$ cat src/rtl/hazard_ctrl.sv
`default_nettype none
// ============================================================================
//  Module      : hazard_ctrl
//  Description : Pipeline hazard controller for the 5-stage RISC-V core.
//                Detects load-use hazards (front-end stall, ID/EX bubble)
//                and squashes wrong-path fetches after a taken redirect
//                resolved in EX. Mealy outputs, zero-latency.
//  Options     : HAZARD_PERF_CNT_EN adds saturating stall/flush cycle
//                counters (stall_cnt, flush_cnt) with clear input cnt_clr.
//  Revision    : 1.0 - initial release
// ============================================================================
module hazard_ctrl #(
    parameter int REG_ADDR_WIDTH = 5,
    parameter int STALL_CYCLES   = 1,
    parameter int FLUSH_CYCLES   = 1
`ifdef HAZARD_PERF_CNT_EN
    ,
    parameter int CNT_WIDTH      = 32
`endif
) (
    input  logic                      clk,
    input  logic                      reset,
    input  logic [6:0]                IF_ID_inst_opcode,
    input  logic [REG_ADDR_WIDTH-1:0] IF_ID_rs1,
    input  logic [REG_ADDR_WIDTH-1:0] IF_ID_rs2,
    input  logic [6:0]                ID_EX_inst_opcode,
    input  logic [REG_ADDR_WIDTH-1:0] ID_EX_rd,
    input  logic                      ID_EX_pc_sel,
    output logic                      pc_write_en,
    output logic                      if_id_write_en,
    output logic                      if_id_flush,
    output logic                      ctr_sel,
    output logic [1:0]                hz_state
`ifdef HAZARD_PERF_CNT_EN
    ,
    input  logic                      cnt_clr,
    output logic [CNT_WIDTH-1:0]      stall_cnt,
    output logic [CNT_WIDTH-1:0]      flush_cnt
`endif
);

    localparam logic [6:0] c_OP_LOAD   = 7'b0000011;
    localparam logic [6:0] c_OP_LUI    = 7'b0110111;
    localparam logic [6:0] c_OP_AUIPC  = 7'b0010111;
    localparam logic [6:0] c_OP_JAL    = 7'b1101111;
    localparam logic [6:0] c_OP_RTYPE  = 7'b0110011;
    localparam logic [6:0] c_OP_STORE  = 7'b0100011;
    localparam logic [6:0] c_OP_BRANCH = 7'b1100011;

    // Counter preload values; a length of 1 never leaves RUN so the value is unused then.
    localparam logic [2:0] c_STALL_LOAD = 3'(STALL_CYCLES - 1);
    localparam logic [2:0] c_FLUSH_LOAD = 3'(FLUSH_CYCLES - 1);

    typedef enum logic [1:0] {
        RUN   = 2'd0,
        STALL = 2'd1,
        FLUSH = 2'd2
    } state_t;

    state_t     state_q, state_d;
    logic [2:0] cnt_q, cnt_d;

    logic w_rs1_used;
    logic w_rs2_used;
    logic w_load_use;

    // Source-register usage of the instruction in ID, and the load-use match against EX.
    always_comb begin
        w_rs1_used = !((IF_ID_inst_opcode == c_OP_LUI)   ||
                       (IF_ID_inst_opcode == c_OP_AUIPC) ||
                       (IF_ID_inst_opcode == c_OP_JAL));
        w_rs2_used =  (IF_ID_inst_opcode == c_OP_RTYPE)  ||
                      (IF_ID_inst_opcode == c_OP_STORE)  ||
                      (IF_ID_inst_opcode == c_OP_BRANCH);
        w_load_use = (ID_EX_inst_opcode == c_OP_LOAD) &&
                     (ID_EX_rd != '0) &&
                     ((w_rs1_used && (ID_EX_rd == IF_ID_rs1)) ||
                      (w_rs2_used && (ID_EX_rd == IF_ID_rs2)));
    end

    // Mealy next-state and output decode; reset overrides the outputs last.
    always_comb begin
        state_d        = state_q;
        cnt_d          = cnt_q;
        pc_write_en    = 1'b1;
        if_id_write_en = 1'b1;
        if_id_flush    = 1'b0;
        ctr_sel        = 1'b1;

        case (state_q)
            RUN: begin
                if (ID_EX_pc_sel) begin
                    // Redirect wins over a simultaneous load-use.
                    if_id_flush = 1'b1;
                    ctr_sel     = 1'b0;
                    if (FLUSH_CYCLES > 1) begin
                        state_d = FLUSH;
                        cnt_d   = c_FLUSH_LOAD;
                    end
                end else if (w_load_use) begin
                    pc_write_en    = 1'b0;
                    if_id_write_en = 1'b0;
                    ctr_sel        = 1'b0;
                    if (STALL_CYCLES > 1) begin
                        state_d = STALL;
                        cnt_d   = c_STALL_LOAD;
                    end
                end
            end
            STALL: begin
                // EX holds a bubble here, so hazard inputs are not examined.
                pc_write_en    = 1'b0;
                if_id_write_en = 1'b0;
                ctr_sel        = 1'b0;
                cnt_d          = cnt_q - 3'd1;
                if (cnt_q == 3'd1) begin
                    state_d = RUN;
                end
            end
            FLUSH: begin
                if_id_flush = 1'b1;
                ctr_sel     = 1'b0;
                cnt_d       = cnt_q - 3'd1;
                if (cnt_q == 3'd1) begin
                    state_d = RUN;
                end
            end
            default: begin
                // Illegal encoding: plain RUN outputs, recover on the next edge.
                state_d = RUN;
                cnt_d   = 3'd0;
            end
        endcase

        if (reset) begin
            pc_write_en    = 1'b0;
            if_id_write_en = 1'b0;
            if_id_flush    = 1'b1;
            ctr_sel        = 1'b0;
        end
    end

    // State and sequence-length counter registers.
    always_ff @(posedge clk) begin
        if (reset) begin
            state_q <= RUN;
            cnt_q   <= 3'd0;
        end else begin
            state_q <= state_d;
            cnt_q   <= cnt_d;
        end
    end

    assign hz_state = reset ? 2'b00 : state_q;

`ifdef HAZARD_PERF_CNT_EN
    logic [CNT_WIDTH-1:0] stall_cnt_q;
    logic [CNT_WIDTH-1:0] flush_cnt_q;

    // Saturating perf counters; clear takes priority over increment.
    always_ff @(posedge clk) begin
        if (reset || cnt_clr) begin
            stall_cnt_q <= '0;
            flush_cnt_q <= '0;
        end else begin
            if (!ctr_sel && !pc_write_en && (stall_cnt_q != '1)) begin
                stall_cnt_q <= stall_cnt_q + 1'b1;
            end
            if (if_id_flush && (flush_cnt_q != '1)) begin
                flush_cnt_q <= flush_cnt_q + 1'b1;
            end
        end
    end

    assign stall_cnt = stall_cnt_q;
    assign flush_cnt = flush_cnt_q;
`endif

endmodule
`default_nettype wire

$ cat config.mk
export PLATFORM = sky130hd
export DESIGN_NAME = hazard_ctrl
export DESIGN_NICKNAME = d
export VERILOG_FILES = /design/src/rtl/hazard_ctrl.sv
export SDC_FILE = /design/constraint.sdc
export NUM_CORES = 1
export LEC_CHECK = 0
export ABC_CLOCK_PERIOD_IN_PS = 2020
export CAP_MARGIN = 40
export CORE_AREA = 4 4 41 43
export DETAILED_ROUTE_END_ITERATION = 8
export DIE_AREA = 0 0 45 47
export PLACE_DENSITY = 0.82
export SYNTH_ARGS = -nofsm -noshare
export SYNTH_HDL_FRONTEND = slang
export SYNTH_SLANG_ARGS = --single-unit
$ cat constraint.sdc
create_clock -name clk -period 2.02 [get_ports clk]
set_clock_uncertainty 0.1 [all_clocks]
set_input_delay 0.303 -clock clk [delete_from_list [all_inputs] [get_ports clk]]
set_output_delay 0.303 -clock clk [all_outputs]
set_load 0.005 [all_outputs]
==> flow_summary.json <==
{
  "hold_ws_ns": 1.02,
  "setup_viol": 0,
  "seq_cell_count": 0,
  "avgSynthCellArea_um2": 7.32,
  "track_usage": 0.113,
  "synth_top_area_share": 0.239,
  "die_w_um": 45,
  "antenna_found_initial": 0,
  "synth_area_leaders": "xnor2_1 24%, a2111oi_4 9.4%, buf_4 7.7%",
  "antenna_cells": 0,
  "io_buffers": 35,
  "leakagePower_uw": 0.000302,
  "fmax_mhz": 496,
  "path_buf_inv": 2,
  "switching_share": 0.385,
  "synth_mux_area_frac": 0,
  "p_clk_frac": 0,
  "cp_top_family": "simple AND/OR/NAND/NOR gates",
  "p_int_uw": 76.7,
  "p_sw_uw": 48.1,
  "outcome": "finished, final reports clean",
  "final_area_um2": 738,
  "first_pass_iters": 2,
  "drt_iter0_markers": 1,
  "grt_pass1_vias": 427,
  "gp_congestion": 0.670,
  "worstPathMaxFanout": 2,
  "placed_area_um2": 688,
  "cpPeakStageDelay_ns": 0.54,
  "wire_per_inst_um": 13.0,
  "drc": 0,
  "io_pins": 38,
  "seq_area_frac_synth": 0,
  "grt_max_degree": 4,
  "ys_types": 21,
  "hold_buffers": 0,
  "rsz0062_at_grt": "true",
  "vias": 429,
  "rows": 13,
  "initial_core_util": 0.225,
  "clock_buffers": 0,
  "p_comb_frac": 1.000,
  "required_ns": 1.62,
  "synthAdderAreaFrac": 0,
  "period_minus_slack_ns": 2.02,
  "p_per_area_nw_per_um2": 169,
  "post-dp-hpwl_um": 1040,
  "grt_pass1_wl_um": 1800,
  "yosysMostFrequentCell": "xnor2_1",
  "crit_path_start_kind": "primary input",
  "hp-class": "in -> out",
  "crit_arrival_ns": 1.61,
  "critPathKind": "in -> out",
  "synth_top_family_by_area": "simple AND/OR/NAND/NOR gates",
  "areaGrowthSynthToFinish_pct": 152,
  "drive_gt1_frac": 0.354,
  "grt-ovfl-total": 0,
  "synth_area_um2": 293,
  "drt-total-wl_um": 1220,
  "vdd_ir_drop_max_uv": 88.7,
  "crit_slowest_cell": "or4_4",
  "synth_compound_area_frac": 0.205,
  "core_um2": 1300,
  "critPathCaptureType": "output port",
  "routed_via_density": 4.56,
  "worstSetupStartpoint": "ID_EX_rd[2]",
  "dieArea_um2": 2120,
  "synth_commonest_cells": "8 x xnor2_1, 3 x buf_4, 3 x inv_1, 3 x nand2_1, 3 x nor3_1",
  "ant_nets": 0,
  "pwr-share-seq": 0,
  "synth-xor-area-share": 0.299,
  "path_cells": "buf_6 > or4_4 > o2111ai_4 > nor4_4 > nor3_2 > buf_2",
  "place_ws_ns": -0.746,
  "final_max_slew_viol_count": 0,
  "yosysTopAreaCell": "xnor2_1",
  "drv_cap": 0,
  "finalWorstSetupSlack_ns": 0.00327,
  "seqCellArea_um2": 0,
  "synth_simple_gate_area_frac": 0.368,
  "yosysWarnings": 0,
  "nNetsFinal": 113,
  "finalHoldViolations": 0,
  "die_height_um": 47,
  "hp-start": "ID_EX_rd[2]",
  "synth_cells": 40,
  "fin_crit_sh": 0.998
}
==> worst min-delay path, stage by stage <==
cell	delay, ns
buf_6	0.07
or4_4	0.13
o211ai_1	0.08
nand2_1	0.07
o21ai_1	0.05
buf_2	0.12
==> layout make-up <==
class	instances	area, um^2
fillers	139	563
repair buffers	41	355
multi-input cells	35	353
well taps	15	18.8
inverters	3	11.3
==> layout by cell type (no fill, tap or decap), drive strengths merged <==
master / instances
inv: 3
conb: 2
nand3: 2
nand4: 1
o211ai: 1
nand2b: 1
clkdlybuf4s50: 12
buf: 13
nor2: 1
a2111oi: 1
nor4: 1
o2111ai: 1
dlygate4sd2: 14
clkdlybuf4s15: 2
nor4b: 1
o21ai: 2
xnor2: 8
nor3b: 2
nor3: 3
and2: 1
xor2: 2
nand2: 3
or4: 2
==> worst paths after layout <==
path	end	slack (ns)	cells past startpoint
max	if_id_write_en	0.003	6
min	ctr_sel	1.02	6
==> per-layer routing <==
layer	vias to the layer above	global-route usage	part of all wire
li1	217	-	-
met1	186	0.106	0.33
met2	26	0.266	0.56
met3	0	0.00766	0.12
met4	0	0	0
met5	-	0	0
==> power groups by stage <==
stage	sequential [uW]	combinational [uW]	clock, uW
6_report	0	125	0
5_1_grt	0	135	0
4_1_cts	0	121	0
3_5_place_dp	0	126	0
3_3_place_gp	0	122	0
2_1_floorplan	0	39.6	0
==> repair_timing <==
action	CTS	global route
buffers inserted	0	0
gates resized for setup	60	6
setup endpoints to repair	3	3
pin swaps	12	7
==> through the flow <==
| step | setup TNS (ns) | util | instances | power (uW) |
|---|---|---|---|---|
| global placement | -1.87 | 0.529 | 94 | 122 |
| global route | -0.130 | 0.567 | 94 | 135 |
| detailed placement | -2.04 | 0.529 | 94 | 126 |
| floorplan | 0 | - | 41 | 39.6 |
| CTS | -0.0918 | 0.544 | 94 | 121 |
| finish | 0 | 0.567 | 94 | 125 |
==> logic make-up (layout without fill, tap and decap cells) <==
group,after synthesis,in the layout
buffers and inverters,6,44
AND/OR/NAND/NOR,18,18
other,1,2
XOR/XNOR,10,10
AO/OA/AOI/OAI,5,5
Power figures use the tool's default switching activity.
